$ cat config.mk
export PLATFORM = sky130hd
export DESIGN_NAME = wb_block_reader
export DESIGN_NICKNAME = d
export VERILOG_FILES = /design/src/rtl/wb_block_reader.sv
export SDC_FILE = /design/constraint.sdc
export NUM_CORES = 1
export LEC_CHECK = 0
export BUFFER_PORTS_ARGS = -buffer_cell sky130_fd_sc_hd__buf_2
export CORE_MARGIN = 2
export CORE_UTILIZATION = 56
export CTS_BUF_LIST = sky130_fd_sc_hd__clkbuf_8
export DETAILED_ROUTE_END_ITERATION = 7
export PLACE_DENSITY = 0.9
export RECOVER_POWER = 100
export SLEW_MARGIN = 0
export SYNTH_ARGS = -nofsm -noshare
export SYNTH_HDL_FRONTEND = slang
export SYNTH_SLANG_ARGS = --single-unit
$ cat constraint.sdc
create_clock -name clk -period 3.7 [get_ports clk]
set_clock_uncertainty 0.1 [all_clocks]
set_input_delay 0 -clock clk [delete_from_list [all_inputs] [get_ports clk]]
set_output_delay 0 -clock clk [all_outputs]
set_load 0.05 [all_outputs]
$ cat src/rtl/wb_block_reader.sv
// rtl/wb_block_reader.sv - Wishbone classic block reader streaming words to a valid/ready port
// Optional feature macro: WB_TIMEOUT_EN (ack watchdog, limit set by TIMEOUT)
module wb_block_reader #(
  parameter int ADDR_WIDTH = 32,
  parameter int LEN_WIDTH  = 16,
  parameter int TIMEOUT    = 255
) (
  input  logic                  clk,
  input  logic                  rst_n,
  input  logic                  start,
  input  logic [ADDR_WIDTH-1:0] base_adr,
  input  logic [LEN_WIDTH-1:0]  len,
  output logic                  busy,
  output logic                  done,
  output logic                  err,
  output logic [ADDR_WIDTH-1:0] wbm_adr_o,
  input  logic [31:0]           wbm_dat_i,
  output logic [3:0]            wbm_sel_o,
  output logic                  wbm_we_o,
  output logic                  wbm_cyc_o,
  output logic                  wbm_stb_o,
  input  logic                  wbm_ack_i,
  input  logic                  wbm_err_i,
  output logic [31:0]           m_data,
  output logic                  m_valid,
  input  logic                  m_ready
);

  typedef enum logic [1:0] {
    S_IDLE = 2'd0,
    S_REQ  = 2'd1,
    S_OUT  = 2'd2,
    S_FIN  = 2'd3
  } state_t;

  state_t                state_q, state_d;
  logic [ADDR_WIDTH-1:0] adr_q, adr_d;
  logic [LEN_WIDTH-1:0]  cnt_q, cnt_d;
  logic [31:0]           m_data_q, m_data_d;
  logic                  m_valid_q, m_valid_d;
  logic                  cyc_q, cyc_d;
  logic                  busy_q, busy_d;
  logic                  done_q, done_d;
  logic                  err_q, err_d;

`ifdef WB_TIMEOUT_EN
  localparam int TW = ($clog2(TIMEOUT + 1) > 8) ? $clog2(TIMEOUT + 1) : 8;
  logic [TW-1:0] tmo_q, tmo_d;
  logic          tmo_hit;
  // Watchdog fires on the last allowed REQ cycle so cyc is high exactly TIMEOUT cycles
  assign tmo_hit = (tmo_q == TW'(TIMEOUT - 1));
  logic unused_ok;
  assign unused_ok = ^base_adr[1:0];
`else
  logic unused_ok;
  assign unused_ok = ^{base_adr[1:0], 32'(TIMEOUT)};
`endif

  // Next-state and registered-output computation for the transfer FSM
  always_comb begin
    state_d   = state_q;
    adr_d     = adr_q;
    cnt_d     = cnt_q;
    m_data_d  = m_data_q;
    m_valid_d = m_valid_q;
    cyc_d     = cyc_q;
    busy_d    = busy_q;
    done_d    = 1'b0;
    err_d     = 1'b0;
`ifdef WB_TIMEOUT_EN
    tmo_d     = tmo_q;
`endif
    case (state_q)
      S_IDLE: begin
        if (start) begin
          if (len != '0) begin
            adr_d   = {base_adr[ADDR_WIDTH-1:2], 2'b00};
            cnt_d   = len;
            busy_d  = 1'b1;
            cyc_d   = 1'b1;
`ifdef WB_TIMEOUT_EN
            tmo_d   = '0;
`endif
            state_d = S_REQ;
          end else begin
            // Empty block: finish without touching the bus
            done_d  = 1'b1;
            state_d = S_FIN;
          end
        end
      end
      S_REQ: begin
        if (wbm_err_i) begin
          // Error takes priority over a simultaneous ack
          cyc_d   = 1'b0;
          busy_d  = 1'b0;
          done_d  = 1'b1;
          err_d   = 1'b1;
          state_d = S_FIN;
        end else if (wbm_ack_i) begin
          cyc_d     = 1'b0;
          m_data_d  = wbm_dat_i;
          m_valid_d = 1'b1;
          state_d   = S_OUT;
        end
`ifdef WB_TIMEOUT_EN
        else if (tmo_hit) begin
          cyc_d   = 1'b0;
          busy_d  = 1'b0;
          done_d  = 1'b1;
          err_d   = 1'b1;
          state_d = S_FIN;
        end else begin
          tmo_d = tmo_q + 1'b1;
        end
`endif
      end
      S_OUT: begin
        if (m_ready) begin
          m_valid_d = 1'b0;
          adr_d     = adr_q + ADDR_WIDTH'(4);
          cnt_d     = cnt_q - 1'b1;
          if (cnt_q == LEN_WIDTH'(1)) begin
            busy_d  = 1'b0;
            done_d  = 1'b1;
            state_d = S_FIN;
          end else begin
            cyc_d   = 1'b1;
`ifdef WB_TIMEOUT_EN
            tmo_d   = '0;
`endif
            state_d = S_REQ;
          end
        end
      end
      S_FIN: begin
        state_d = S_IDLE;
      end
      default: begin
        state_d = S_IDLE;
      end
    endcase
  end

  // State and output registers with synchronous active-low reset
  always_ff @(posedge clk) begin
    if (!rst_n) begin
      state_q   <= S_IDLE;
      adr_q     <= '0;
      cnt_q     <= '0;
      m_data_q  <= '0;
      m_valid_q <= 1'b0;
      cyc_q     <= 1'b0;
      busy_q    <= 1'b0;
      done_q    <= 1'b0;
      err_q     <= 1'b0;
`ifdef WB_TIMEOUT_EN
      tmo_q     <= '0;
`endif
    end else begin
      state_q   <= state_d;
      adr_q     <= adr_d;
      cnt_q     <= cnt_d;
      m_data_q  <= m_data_d;
      m_valid_q <= m_valid_d;
      cyc_q     <= cyc_d;
      busy_q    <= busy_d;
      done_q    <= done_d;
      err_q     <= err_d;
`ifdef WB_TIMEOUT_EN
      tmo_q     <= tmo_d;
`endif
    end
  end

  assign busy      = busy_q;
  assign done      = done_q;
  assign err       = err_q;
  assign wbm_adr_o = adr_q;
  assign wbm_sel_o = 4'hF;
  assign wbm_we_o  = 1'b0;
  assign wbm_cyc_o = cyc_q;
  assign wbm_stb_o = cyc_q;
  assign m_data    = m_data_q;
  assign m_valid   = m_valid_q;

endmodule

==> flow_metrics.env, run 1 <==
export IMPL_postCtsHoldBufs=74
export IMPL_cts_buffers=9
export IMPL_cp_end_kind="flip-flop"
export IMPL_synth_avg_cell_area_sq_um=7.50
export IMPL_fin_area_sq_um=6170
export IMPL_cpPeakStageDelay_ns=0.94
export IMPL_cp_arrival_ns=3.14
export IMPL_worst_pin_slew_ns=2.24
export IMPL_die_w_um=94.9
export IMPL_cts_tree="done"
export IMPL_track_usage_pct=35.0
export IMPL_setup_tns_ns=0
export IMPL_ctsLongestPathBuffers=2
export IMPL_rows=33
export IMPL_start_util_pct=57.1
export IMPL_via_per_inst=6.19
export IMPL_grt_ovfl_total=0
export IMPL_clk_latency_ns=0.37
export IMPL_critPathMaxFanout=59
export IMPL_place_congestion=0.871
export IMPL_num_io_pins=161
export IMPL_yosysWarningCount=0
export IMPL_grt_max_degree=72
export IMPL_leakage_nw=2.35
export IMPL_netlist_area_sq_um=4620
export IMPL_yosys_area_top_type="dfxtp_1"
export IMPL_totalPowerFinal_mw=4.78
export IMPL_dr_pass1_iters=5
export IMPL_grt_pass1_wl_mm=25.1
export IMPL_dpl_worst_slack_ns=1.24
export IMPL_rsz0062_at_grt="no"
export IMPL_synth_edf_count=0
export IMPL_cp_cell_sequence="inv_1 -> ha_1 -> clkbuf_2 -> nand2_1 -> nor3_1 -> a22oi_1 -> a211oi_1"
export IMPL_hold_path_class="in -> reg"
export IMPL_slowest_stage="clkbuf_2"
export IMPL_num_vias=5689
export IMPL_die_area_sq_um=9000
export IMPL_grt_pass1_vias=5358
export IMPL_status="finished, violations left"
export IMPL_synth_most_common_cell="nand2_1"
export IMPL_ys_async_sr_fraction_pct=0
export IMPL_setup_viol=0
export IMPL_synth_cells=616
export IMPL_irDropWorstVdd_v=0.000438
export IMPL_cts_root_buffer="clkbuf_8"
export IMPL_ys_types=57
export IMPL_routed_wl_mm=16.0
export IMPL_place_hpwl_mm=8.61
export IMPL_place_area_sq_um=5330
export IMPL_areaGrowthSynthToFinish_pct=33.6
export IMPL_seq_area_frac_synth_pct=36.8
export IMPL_worst_hold_slack_ns=0.00471
export IMPL_h_tree_depth=3
export IMPL_multi_input_area_sq_um=2650
export IMPL_post_cts_resized=0
export IMPL_violations="max-capacitance violations, max-slew violations"
export IMPL_initialDrtViolationCount=588
export IMPL_antenna_found_initial=0
export IMPL_fillers=615
export IMPL_max_slew_margin_rel_pct=-49.5
export IMPL_power_density_nw_per_um2=774
export IMPL_wl_per_cell_um=17.4
export IMPL_crit_type="reg -> reg"
export IMPL_drv_slew=69
export IMPL_drive_gt1_share_pct=14.3
export IMPL_finalWorstSetupSlack_ns=0.692
export IMPL_yosys_top_cells_count="nand2_1, a21oi_1, dfxtp_1, nor2_1, clkbuf_1"
export IMPL_fin_crit_ns=3.01
export IMPL_period_share_pct=81.3
export IMPL_fmax_mhz=333
export IMPL_io_buffer_count=151
export IMPL_drc_errors=0
export IMPL_die_h_um=94.9
export IMPL_fp_coreArea_sq_um=8090
export IMPL_synth_area_leaders="dfxtp_1, nand2_1, a21oi_1, nor2_1, clkbuf_1"
export IMPL_finalHoldViolations=0
export IMPL_crit_required_ns=3.83
export IMPL_synth_top_flop_cell="dfxtp_1"
export IMPL_clk_pin_slew_ns=0.10
export IMPL_synth_top_cell_area_share_pct=36.8
export IMPL_cts_sinks=85
export IMPL_diodes=0
export IMPL_post_cts_buffers=0
export IMPL_ant_nets=0
export IMPL_synth_seq_cells=85
export IMPL_drv_cap=1
export IMPL_critPathLaunchType="flip-flop"
export IMPL_layout_nets=903
export IMPL_regArea_sq_um=1700
## worst max-delay path, delay by kind of cell (launching register included)
family / cells / cell delay (ns)
compound gates: 2 / 0.45
fa+ha+maj: 1 / 0.22
buf+inv: 2 / 1.09
flops: 1 / 0.35
simple gates: 2 / 0.66
## metrics by stage
stage	utilization (%)	instances
final	76.3	919
after global routing	76.3	919
after CTS	77.5	919
after detailed placement	65.8	829
after global placement	65.8	829
after floorplan	-	621
## cells by family (layout without fill, tap and decap cells)
group,count (synthesis),in the layout,synth area share (%)
adder cells (fa/ha/maj),8,8,2.17
AND/OR/NAND/NOR,260,260,27.0
flip-flops,85,85,36.8
other,2,7,0.162
AO/OA/AOI/OAI,191,191,26.0
multiplexers,7,7,1.52
buffers and inverters,63,256,6.31
## worst paths after layout
check | start | to | slack (ns) | cells after the start
worst max register to register | state_q[0] | done | 0.69 | 7
worst max-delay path | state_q[0] | done | 0.69 | 7
worst min register to register | m_data[27] | m_data[27] | 0.36 | 2
worst min-delay path | base_adr[14] | wbm_adr_o[14] | 0.005 | 4
## layout by cell type (no fill, tap or decap), types with 8 or more instances in the layout
cell,count
o21ai_1,10
nand3_1,16
nand2_1,120
dfxtp_1,85
nor3_1,19
a21o_1,8
nand4_1,16
a21oi_1,89
nor2_1,34
o21ai_0,20
clkbuf_1,69
nor4_1,8
nor2b_1,10
ha_1,8
o32ai_1,8
clkbuf_8,10
buf_2,82
inv_1,9
dlygate4sd3_1,74
## flip-flops by register name, summed over array words and instances, names as in the netlist, 2 cells and up
name and cells:
m_data 32, cnt_q 16, state_q 2, wbm_adr_o 30
## layout make-up
cell class / instances / area share, %
clock buffers: 10 / 2.23
clock inverters: 6 / 1.13
inverters: 10 / 0.608
multi-input cells: 473 / 43.0
flip-flops and latches: 85 / 27.6
well taps: 105 / 2.13
repair buffers: 230 / 23.4
## power by group
group          internal, mW  switching (mW)
combinational         0.746            1.82
clock                 0.335           0.367
sequential             1.17           0.332
total                  2.26            2.52
## layer usage
metal	global-route usage, %	share of wire, %	up-vias
met5	0	0	-
met4	18.6	4.5	0
met3	9.34	9.9	84
met2	59.8	49	408
met1	39.8	37	2604
li1	-	-	2593
Note: power is estimated with default switching activity, not from simulation.
==> inputs of run 2 (changes only) <==
CORE_UTILIZATION = 47   (was 56)
PLACE_DENSITY = 0.81   (was 0.9)
clock period = 2.5 ns   (was 3.7 ns; I/O delays follow)
==> flow_metrics.env, run 2 (synthesized netlist as in run 1, its figures left out) <==
export IMPL_rows=36
export IMPL_rrSetupSlack_ns=0.30
export IMPL_cpPeakStageDelay_ns=0.56
export IMPL_grt_max_degree=72
export IMPL_grt_pass1_vias=5115
export IMPL_layout_nets=913
export IMPL_place_area_sq_um=5460
export IMPL_startpoint="len[2]"
export IMPL_setup_tns_ns=0
export IMPL_rsz0062_at_grt="no"
export IMPL_drive_gt1_share_pct=14.8
export IMPL_p_comb_share_pct=53.4
export IMPL_regArea_sq_um=1700
export IMPL_place_hpwl_mm=8.84
export IMPL_fillers=856
export IMPL_worst_hold_slack_ns=0.00983
export IMPL_final_core_util_pct=65.5
export IMPL_cts_root_buffer="clkbuf_8"
export IMPL_initialDrtViolationCount=446
export IMPL_h_tree_depth=3
export IMPL_grt_pass1_wl_mm=23.3
export IMPL_cp_cell_sequence="dlygate4sd3_1 -> clkbuf_1 -> nor4_1 -> nand4_1 -> o211ai_1 -> clkbuf_2 -> o21ai_0 -> a21oi_1"
export IMPL_mostFrequentLayoutCells="nand2_1, a21oi_1, dfxtp_1"
export IMPL_num_io_pins=161
export IMPL_areaGrowthSynthToFinish_pct=36.6
export IMPL_clk_latency_ns=0.37
export IMPL_rr_startpoint="state_q[0]"
export IMPL_clockPowerShare_pct=15.2
export IMPL_cp_end_kind="flip-flop"
export IMPL_die_h_um=103
export IMPL_diodes=0
export IMPL_track_usage_pct=27.5
export IMPL_switchingPower_mw=3.57
export IMPL_crit_required_ns=2.69
export IMPL_fin_crit_ns=2.23
export IMPL_final_common_cell="nand2_1"
export IMPL_num_vias=5421
export IMPL_cts_tree="done"
export IMPL_critPathLaunchType="input pin"
export IMPL_multi_input_area_sq_um=2640
export IMPL_worst_pin_slew_ns=0.707
export IMPL_cts_sinks=85
export IMPL_drv_cap=0
export IMPL_period_share_pct=89.2
export IMPL_dp_cells=865
export IMPL_dr_pass1_iters=5
export IMPL_io_buffer_count=151
export IMPL_critical_path_top_delay_family="buffers and inverters"
export IMPL_post_cts_resized=0
export IMPL_via_per_inst=5.66
export IMPL_die_w_um=103
export IMPL_hold_path_class="in -> reg"
export IMPL_largest_register_ffs=32
export IMPL_fin_cells=957
export IMPL_status="completed"
export IMPL_cell_internal_pwr_mw=3.45
export IMPL_post_cts_buffers=0
export IMPL_power_density_nw_per_um2=1110
export IMPL_finalHoldViolations=0
export IMPL_antenna_found_initial=0
export IMPL_crit_end="cnt_q[2]"
export IMPL_ant_nets=0
export IMPL_clk_pin_slew_ns=0.09
export IMPL_cts_buffers=9
export IMPL_setup_viol=0
export IMPL_slowest_stage="dlygate4sd3_1"
export IMPL_die_area_sq_um=10600
export IMPL_critPathMaxFanout=17
export IMPL_fmax_mhz=448
export IMPL_ctsLongestPathBuffers=2
export IMPL_r2r_end="cnt_q[9]"
export IMPL_grt_ovfl_total=0
export IMPL_seqPwrFrac_pct=31.5
export IMPL_drv_slew=0
export IMPL_cp_arrival_ns=2.42
export IMPL_leakage_nw=2.43
export IMPL_path_buf_inv=3
export IMPL_drc_errors=0
export IMPL_place_congestion=0.909
export IMPL_crit_type="in -> reg"
export IMPL_fin_area_sq_um=6310
export IMPL_fp_coreArea_sq_um=9640
export IMPL_irDropWorstVdd_v=0.000715
export IMPL_start_util_pct=47.9
export IMPL_wl_per_cell_um=15.6
export IMPL_crit_cells=8
export IMPL_reg2reg_depth=8
export IMPL_routed_wl_mm=14.9
export IMPL_swShare_pct=50.8
export IMPL_max_slew_margin_rel_pct=52.8
-- run 2: cell types whose count changed in the layout (fill, tap and decap cells not counted), moves of 3 or more --
| cell | previous run | this run |
|---|---|---|
| o21ai_1 | 10 | 6 |
| buf_4 | 3 | 8 |
| o21ai_0 | 20 | 24 |
| buf_12 | 0 | 3 |
-- run 2: cell type report --
| cell class | count | share of cell area [%] |
|---|---|---|
| multi-input combinational | 473 | 41.8 |
| timing repair buffer | 240 | 24.7 |
| inverter | 10 | 0.595 |
| sequential | 85 | 27.0 |
| clock buffer | 9 | 1.96 |
| tap | 133 | 2.64 |
| clock inverter | 7 | 1.33 |
-- run 2: layer usage --
metal	wire length, um	vias up	global-route usage, %
met5	0	-	0
met4	430	0	12.8
met3	1120	46	4.88
met2	7290	264	46.9
met1	6100	2504	33.6
li1	-	2607	-
-- run 2: power by group through the flow --
stage	Sequential [mW]	Clock (mW)	Combinational, mW
floorplan	2.98	0	2.09
global placement	2.19	0	3.63
detailed placement	2.22	0	3.74
CTS	2.19	1.07	3.84
global route	2.26	1.14	4.06
finish	2.21	1.06	3.75
-- run 2: worst min path at each step --
| stage | from | endpoint | slack [ns] | cells after the start |
|---|---|---|---|---|
| floorplan | wbm_dat_i[0] | m_data[0] | 0.04 | 2 |
| global placement | wbm_dat_i[6] | m_data[6] | 0.14 | 3 |
| detailed placement | wbm_dat_i[6] | m_data[6] | 0.15 | 3 |
| CTS | base_adr[14] | wbm_adr_o[14] | 0.01 | 4 |
| global route | len[11] | cnt_q[11] | 0.06 | 4 |
| finish | base_adr[14] | wbm_adr_o[14] | 0.01 | 4 |
-- run 2: timing repair --
action | in CTS | in global routing
hold buffers | 76 | 0
setup endpoints to repair | 0 | 0
endpoints found under the hold margin | 76 | 0
-- run 2: worst reg2reg max path, cell delays in order (launching register included) --
cell	delay, ns
dfxtp_1	0.37
inv_1	0.11
ha_1	0.28
nand2b_1	0.11
and2_0	0.23
o211a_1	0.17
clkbuf_2	0.36
nand2_1	0.10
a32o_1	0.27
-- run 2: metrics by stage --
stage               total power [mW]  setup slack, ns
floorplan                       5.07            0.213
global placement                5.82            0.527
detailed placement              5.95            0.475
CTS                             7.09            0.400
global route                    7.46            0.108
finish                          7.02            0.270
